`src/rtl/doa_scan_ctrl.sv`:
```
// Snapshot-hold / steering-sweep sequencer for the 4-channel steered-power datapath; reports argmax angle.
// Optional per-index spectrum output enabled by defining DOA_SPECTRUM_OUT_EN.
module doa_scan_ctrl #(
  parameter int WORD_LENGTH = 16,
  parameter int PWR_WIDTH   = 2*(2*WORD_LENGTH+3)+1,
  parameter int N_ANGLES    = 181,
  parameter int IDX_WIDTH   = 8
) (
  input  logic                     clk,
  input  logic                     rst,
  input  logic                     s_valid,
  output logic                     s_ready,
  input  logic [8*WORD_LENGTH-1:0] s_iq,
  output logic [8*WORD_LENGTH-1:0] x_iq,
  output logic                     steer_en,
  output logic [IDX_WIDTH-1:0]     steer_addr,
  input  logic [PWR_WIDTH-1:0]     pwr_in,
  input  logic                     abort,
  output logic                     busy,
  output logic                     m_valid,
  input  logic                     m_ready,
  output logic [IDX_WIDTH-1:0]     m_idx,
  output logic [PWR_WIDTH-1:0]     m_pwr
`ifdef DOA_SPECTRUM_OUT_EN
  ,
  output logic                     spec_valid,
  output logic [IDX_WIDTH-1:0]     spec_idx,
  output logic [PWR_WIDTH-1:0]     spec_pwr
`endif
);

  typedef enum logic [1:0] {IDLE, SCAN, DONE} state_t;

  localparam logic [IDX_WIDTH-1:0] LAST = IDX_WIDTH'(N_ANGLES-1);

  state_t                   state_q, state_d;
  logic [8*WORD_LENGTH-1:0] x_iq_q, x_iq_d;
  logic                     en_q, en_d;
  logic [IDX_WIDTH-1:0]     addr_q, addr_d;
  logic                     rd_vld_q, rd_vld_d;
  logic [IDX_WIDTH-1:0]     rd_idx_q, rd_idx_d;
  logic [PWR_WIDTH-1:0]     best_pwr_q, best_pwr_d;
  logic [IDX_WIDTH-1:0]     best_idx_q, best_idx_d;
  logic                     m_valid_q, m_valid_d;
  logic [IDX_WIDTH-1:0]     m_idx_q, m_idx_d;
  logic [PWR_WIDTH-1:0]     m_pwr_q, m_pwr_d;
  logic                     take;

`ifdef DOA_SPECTRUM_OUT_EN
  logic                     spec_valid_q, spec_valid_d;
  logic [IDX_WIDTH-1:0]     spec_idx_q, spec_idx_d;
  logic [PWR_WIDTH-1:0]     spec_pwr_q, spec_pwr_d;
`endif

  // Strict greater-than keeps the lower index on ties.
  assign take = (rd_idx_q == '0) || ($signed(pwr_in) > $signed(best_pwr_q));

  always_comb begin
    state_d    = state_q;
    x_iq_d     = x_iq_q;
    en_d       = en_q;
    addr_d     = addr_q;
    rd_vld_d   = rd_vld_q;
    rd_idx_d   = rd_idx_q;
    best_pwr_d = best_pwr_q;
    best_idx_d = best_idx_q;
    m_valid_d  = m_valid_q;
    m_idx_d    = m_idx_q;
    m_pwr_d    = m_pwr_q;
`ifdef DOA_SPECTRUM_OUT_EN
    spec_valid_d = 1'b0;
    spec_idx_d   = spec_idx_q;
    spec_pwr_d   = spec_pwr_q;
`endif
    case (state_q)
      IDLE: begin
        if (s_valid) begin
          x_iq_d  = s_iq;
          addr_d  = '0;
          en_d    = 1'b1;
          state_d = SCAN;
        end
      end
      SCAN: begin
        if (en_q) begin
          if (addr_q == LAST) begin
            en_d   = 1'b0;
            addr_d = '0;
          end else begin
            addr_d = addr_q + IDX_WIDTH'(1);
          end
        end
        // ROM read issued at addr k returns data one cycle later; tag it with k.
        rd_vld_d = en_q;
        rd_idx_d = addr_q;
        if (rd_vld_q) begin
          if (take) begin
            best_pwr_d = pwr_in;
            best_idx_d = rd_idx_q;
          end
`ifdef DOA_SPECTRUM_OUT_EN
          spec_valid_d = 1'b1;
          spec_idx_d   = rd_idx_q;
          spec_pwr_d   = pwr_in;
`endif
          if (rd_idx_q == LAST) begin
            m_valid_d = 1'b1;
            m_idx_d   = best_idx_d;
            m_pwr_d   = best_pwr_d;
            rd_vld_d  = 1'b0;
            state_d   = DONE;
          end
        end
      end
      DONE: begin
        if (m_ready) begin
          m_valid_d = 1'b0;
          state_d   = IDLE;
        end
      end
      default: state_d = IDLE;
    endcase
    // Abort drops the scan/result but leaves best and the last reported result untouched.
    if (abort && state_q != IDLE) begin
      state_d    = IDLE;
      m_valid_d  = 1'b0;
      en_d       = 1'b0;
      addr_d     = '0;
      rd_vld_d   = 1'b0;
      best_pwr_d = best_pwr_q;
      best_idx_d = best_idx_q;
      m_idx_d    = m_idx_q;
      m_pwr_d    = m_pwr_q;
`ifdef DOA_SPECTRUM_OUT_EN
      spec_valid_d = 1'b0;
`endif
    end
  end

  always_ff @(posedge clk or posedge rst) begin
    if (rst) begin
      state_q    <= IDLE;
      x_iq_q     <= '0;
      en_q       <= 1'b0;
      addr_q     <= '0;
      rd_vld_q   <= 1'b0;
      rd_idx_q   <= '0;
      best_pwr_q <= '0;
      best_idx_q <= '0;
      m_valid_q  <= 1'b0;
      m_idx_q    <= '0;
      m_pwr_q    <= '0;
`ifdef DOA_SPECTRUM_OUT_EN
      spec_valid_q <= 1'b0;
      spec_idx_q   <= '0;
      spec_pwr_q   <= '0;
`endif
    end else begin
      state_q    <= state_d;
      x_iq_q     <= x_iq_d;
      en_q       <= en_d;
      addr_q     <= addr_d;
      rd_vld_q   <= rd_vld_d;
      rd_idx_q   <= rd_idx_d;
      best_pwr_q <= best_pwr_d;
      best_idx_q <= best_idx_d;
      m_valid_q  <= m_valid_d;
      m_idx_q    <= m_idx_d;
      m_pwr_q    <= m_pwr_d;
`ifdef DOA_SPECTRUM_OUT_EN
      spec_valid_q <= spec_valid_d;
      spec_idx_q   <= spec_idx_d;
      spec_pwr_q   <= spec_pwr_d;
`endif
    end
  end

  assign s_ready    = (state_q == IDLE);
  assign busy       = (state_q != IDLE);
  assign x_iq       = x_iq_q;
  assign steer_en   = en_q;
  assign steer_addr = addr_q;
  assign m_valid    = m_valid_q;
  assign m_idx      = m_idx_q;
  assign m_pwr      = m_pwr_q;
`ifdef DOA_SPECTRUM_OUT_EN
  assign spec_valid = spec_valid_q;
  assign spec_idx   = spec_idx_q;
  assign spec_pwr   = spec_pwr_q;
`endif

endmodule

```
`config.mk`:
```
export PLATFORM = sky130hd
export DESIGN_NAME = doa_scan_ctrl
export DESIGN_NICKNAME = d
export VERILOG_FILES = /design/src/rtl/doa_scan_ctrl.sv
export SDC_FILE = /design/constraint.sdc
export NUM_CORES = 1
export LEC_CHECK = 0
export BUFFER_PORTS_ARGS = -buffer_cell sky130_fd_sc_hd__buf_2
export CORE_MARGIN = 2
export CORE_UTILIZATION = 35
export CTS_BUF_LIST = sky130_fd_sc_hd__clkbuf_4 sky130_fd_sc_hd__clkbuf_8 sky130_fd_sc_hd__clkbuf_16
export CTS_CLUSTER_SIZE = 14
export DETAILED_ROUTE_END_ITERATION = 7
export HOLD_SLACK_MARGIN = 0.02
export PLACE_DENSITY_LB_ADDON = 0.3
export SYNTH_ARGS = -nofsm -noshare
export SYNTH_HDL_FRONTEND = slang
export SYNTH_SLANG_ARGS = --single-unit
```
`constraint.sdc`:
```
create_clock -name clk -period 10.6 [get_ports clk]
set_clock_uncertainty 0.15 [all_clocks]
set_input_delay 2.12 -clock clk [delete_from_list [all_inputs] [get_ports clk]]
set_output_delay 2.12 -clock clk [all_outputs]
set_load 0.02 [all_outputs]
```
Word-level counts from Yosys, hierarchy flattened
Cells that the tools add are included.
- shift operators: 0
- bitwise operators: 1
- reductions and logical operators: 15
- $mul: 0
- order comparisons: 1
- div/mod/pow operators: 0
- add/sub/neg operators: 1
- multiplexer cells: 27
- equal/unequal tests: 9
- operators by type and width (kind ; number):
    71-bit > comparator ; 1
    71-bit 2-to-1 mux ; 1
    8-bit 2-to-1 mux ; 5
    8-bit equality test (second input constant) ; 2
    8-bit case mux with 2 select lines ; 1
    1-bit 2-to-1 mux ; 12
    3-bit inequality test (second input constant) ; 4
    4-bit AND reduction ; 3
    2-bit 2-to-1 mux ; 5
    8-bit by 1-bit adder with 8-bit output (second input constant) ; 1
    8-bit zero test ; 1
    2-bit case mux with 3 select lines ; 1
    3-bit AND reduction ; 2
    3-bit nonzero test ; 2
    1-bit case mux with 2 select lines ; 2
    2-bit AND reduction ; 2
    2-bit nonzero test ; 2
    3-bit by 2-bit inequality test with 1-bit output (second input constant) ; 1
    2-bit by 1-bit equality test with 1-bit output (second input constant) ; 1
    2-bit equality test (second input constant) ; 1
    2-bit zero test ; 1
    1-bit logical AND ; 1
    1-bit logical OR ; 1
    1-bit inverter ; 1
- logic and storage cells: 65
- bits in read-only memories: 0
- memory bits (writable): 0
- register bits after elaboration: 307
- input bits: 204
- memories kept: 0
- output and inout bits: 219
- latch bits: 0

Depth between registers and ports, before layout
- depth in word-level cells: 5
- mapped depth: 13
- gate-level depth less buffers: 10

Least setup slack after synthesis
No wires, ideal clock.
- path type: in2reg
- from: in pwr_in[66]
- to: reg best_idx_q[0]
- data arrival time: 4.726 ns
- path buffers: 3
- required time: 10.323 ns
- stages: 12
- library setup time: 0.127 ns
- setup slack: 5.596 ns
- cells stage by stage: ha_1 > and4_1 > nor4b_2 > nor4b_2 > nand4_1 > a31o_1 > and3b_1 > clkbuf_1 > o31ai_4 > buf_4 > buf_6 > mux2_1
- word-level cells in the longest chain between the ends: 3
- ends and longest elaborated chain (element ; RTL line ; source):
    from (decl) ; 17 ; input logic [PWR_WIDTH-1:0] pwr_in,
    71-bit > comparator ; 56 ; assign take = (rd_idx_q == '0) || ($signed(pwr_in) > $signed(best_pwr_q));
    1-bit logical OR ; 56 ;
    8-bit 2-to-1 mux ; 97 ; if (take) begin
    to (signal assigned) ; 166 ; best_idx_q <= best_idx_d;
    to (decl) ; 43 ; logic [IDX_WIDTH-1:0] best_idx_q, best_idx_d;
No other way between the ends.
A chain may end at the register's enable or synchronous reset.

Final worst setup path
- from: in pwr_in[70]
- to: reg best_pwr_q[22]
- word-level cells in the longest chain between the ends: 3
- ends and longest elaborated chain (element ; RTL line ; source):
    71-bit > comparator ; 56 ;
    1-bit logical OR ; 56 ;
    71-bit 2-to-1 mux ; 97 ;
    to (signal assigned) ; 165 ; best_pwr_q <= best_pwr_d;
    to (decl) ; 42 ; logic [PWR_WIDTH-1:0] best_pwr_q, best_pwr_d;
No other way between the ends.

==> results.md <==
* Main flop type after synthesis: dfrtp_1
* Worst path buffer plus inverter count at 2
* Count of TritonRoute iterations in the first routing pass at 5
* Yosys reg bits at 307
* Core box area at 0.0417 mm²
* Post-CTS setup buffers at 0
* Die area at 0.0436 mm²
* CP Cell Sequence: buf_2, ha_1, nand4_1, nor4b_2, nor4b_2, nand4_1, o41ai_1, a31oi_4, o31ai_4, buf_4, mux2_2
* Boundary Pins at 423
* Post-Route Utilization at 44.6%
* Worst hold stages at 2
* Setup ws final at 4.08 ns
* CP arrival at 6.77 ns
* Initial Utilization at 35.2%
* RSZ-0062 raised after global routing: false
* Crit path kind: primary input to flop
* Max_cap viols at 0
* Largest delay share family, worst path: compound AO/OA/AOI/OAI gates
* Final setup fails at 0
* Initial antenna violation count at 14
* Post-Synthesis Cells at 1332
* Syn avg cell area at 11.0 µm²
* Crit path capture type: flop
* Syn-to-layout area delta at 26.5%
* Slew HR at 25.7%
* CTS Buf Count at 37
* Vias per cell at 5.19
* Fmax at 0.153 GHz
* Global-route wire length before repair at 69400 µm
* Post-CTS Resized at 0
* Reg2reg path depth at 11
* CP Launch Type: primary input
* Hold Startpoint: m_idx[3]
* Gr ovfl total at 0
* Port bufs at 422
* Routed len/inst at 19.4 µm
* Reg clk slew, reported paths at 0.06 ns
* Worst slack, placed at 3.53 ns
* Max Buffers Root-to-Sink at 3
* CTS tree: done
* Hold buffers post-CTS at 0
* Reg2Reg Launch Point: best_pwr_q[70]
* Pwr Density at 241 mW/mm²
* DPL Wire Length at 30500 µm
* Yosys synthesis warning count at 0
* HP Class: flop to flop
* Maximum vdd drop at 0.172 mV
* Number of synthesized flops with an enable pin at 0
* Setup TNS at 0 ns
* Crit path max fanout at 66
* Worst R2R End: best_pwr_q[22]
* WL final at 44300 µm
* Drt drc at 0
* Least-Margin Pin Slew at 1.11 ns
* Gpl congestion at 0.804
* Worst path max stage delay at 0.86 ns
* Yosys cell types at 49
* Initial DRC count at 775
* Synth Cell Area at 0.0147 mm²
* Critical Path Stages at 11
* Leakage Power at 0.00898 µW
* Async set or reset register ratio after synthesis at 100%
* CTS root buf: clkbuf_16
* Register area share after synthesis at 52.3%
* Final Cycle Share at 61.5%
* Synth Net Count at 1609
* Clk_lat worst skew at 0.54 ns
* Number of global-route vias before repair at 12300
* Site Rows at 75
* All-Layer GR Usage at 20.2%
* Nets at 1992
* Total power at 4470 µW
* Die width at 209 µm
* Largest net degree at the start of global routing at 179
* Worst Path Required at 10.86 ns
* Total number of vias at 11900
* Run status: finished clean
* Hold violation count in the final report at 0
* Slew Limit Fails at 0
* Die Height at 209 µm
* ANT nets after route at 0
* Design Area, Final at 0.0186 mm²
* Placed Area at 0.0173 mm²
* Layout cells sized above 1 at 40.7%
* CTS H-Tree Depth at 2
* Period minus WS final at 6.52 ns
* Min-Delay Endpoint: m_idx[3]
* R2R Setup Slk at 5.39 ns
* Slowest cell on the critical path: buf_4
* CTS sink cnt at 307
-- routing by layer --
layer  vias up  part of all wire, %  track usage (%)
met5         -                 0.26                0
met3       106                  7.2             5.74
li1       5531                    -                -
met2       390                   46             31.9
met1      5821                   42             25.4
met4        20                  4.8             10.2
-- sequential cells by signal, summed over array words and instances, names as in the netlist --
signal,cells
best_pwr_q,71
m_pwr,71
steer_addr,8
rd_vld_q,1
rd_idx_q,8
best_idx_q,8
m_valid,1
m_idx,8
steer_en,1
state_q,2
x_iq,128
-- worst reg2reg max path: cells and delay by family, from the launching register on --
kind	cells	cell delay, ns
buffers and inverters	2	0.92
AO/OA/AOI/OAI	3	1.44
adder cells (fa/ha/maj)	1	0.37
flip-flops	1	0.34
multiplexers	1	0.51
AND/OR/NAND/NOR	4	1.36
-- logic make-up (layout without fill, tap and decap cells) --
| family | after synthesis | count (layout) | share of synthesized area (%) |
|---|---|---|---|
| DFF | 307 | 307 | 52.3 |
| and+or+nand+nor | 272 | 272 | 8.11 |
| muxes | 207 | 207 | 15.9 |
| adders and majority gates | 73 | 73 | 6.22 |
| buffers and inverters | 168 | 578 | 4.47 |
| xor gates and xnor gates | 3 | 3 | 0.179 |
| AOI/OAI and AO/OA | 302 | 302 | 12.8 |
| other | 0 | 4 | 0 |
-- stage by stage --
stage,hold slack (ns),cells
final,0.320,2285
after CTS,0.320,2281
after detailed placement,0.305,2215
after global routing,0.355,2283
after floorplan,0.303,1332
after global placement,0.299,2215
-- how the worst max path moves through the flow --
stage | start | to
after floorplan | rst | best_idx_q[0]
after global placement | pwr_in[66] | best_pwr_q[47]
after detailed placement | pwr_in[70] | best_pwr_q[28]
after CTS | pwr_in[70] | best_pwr_q[28]
after global routing | pwr_in[70] | best_pwr_q[22]
final | pwr_in[70] | best_pwr_q[22]
-- cells in the final DEF (no fill, tap or decap), types with 53 or more instances in the layout --
cell     count
buf_2      422
nand2_1     53
ha_1        73
dfrtp_1    307
inv_1       78
a21oi_1    104
o31ai_1     71
mux2_2     197
nor2_1     154
a31oi_1     71
-- final cells by class --
| type | count | area (µm²) |
|---|---|---|
| antenna | 4 | 10.0 |
| clock buffer | 56 | 1150 |
| clock inverter | 10 | 163 |
| fill | 3963 | 23100 |
| inverter | 79 | 300 |
| multi-input combinational | 857 | 6390 |
| sequential | 307 | 7680 |
| tap | 539 | 674 |
| timing repair buffer | 433 | 2210 |
-- cells in the mapped netlist, types with 3 or more instances --
cell	n	area, µm²
nor2_1	155	582
a211oi_1	3	22.5
or4_1	3	22.5
or3_1	3	18.8
a31oi_1	72	450
clkbuf_1	69	259
ha_1	73	913
a21oi_1	104	521
buf_2	12	60.1
dfrtp_1	307	7680
o31ai_1	71	533
mux2_1	10	113
a21o_1	14	105
mux2_2	197	2220
o21ai_0	25	125
nand4_1	21	131
inv_1	79	297
nand2_1	54	203
xor2_1	3	26.3
buf_1	6	22.5
nand3_1	7	35.0
nor3_1	11	55.1
-- power breakdown --
part / internal [µW] / total, µW / switching [µW]
sequential: 1440 / 1570 / 132
combinational: 557 / 1550 / 990
clock: 847 / 1350 / 507
Power figures use the tool's default switching activity.
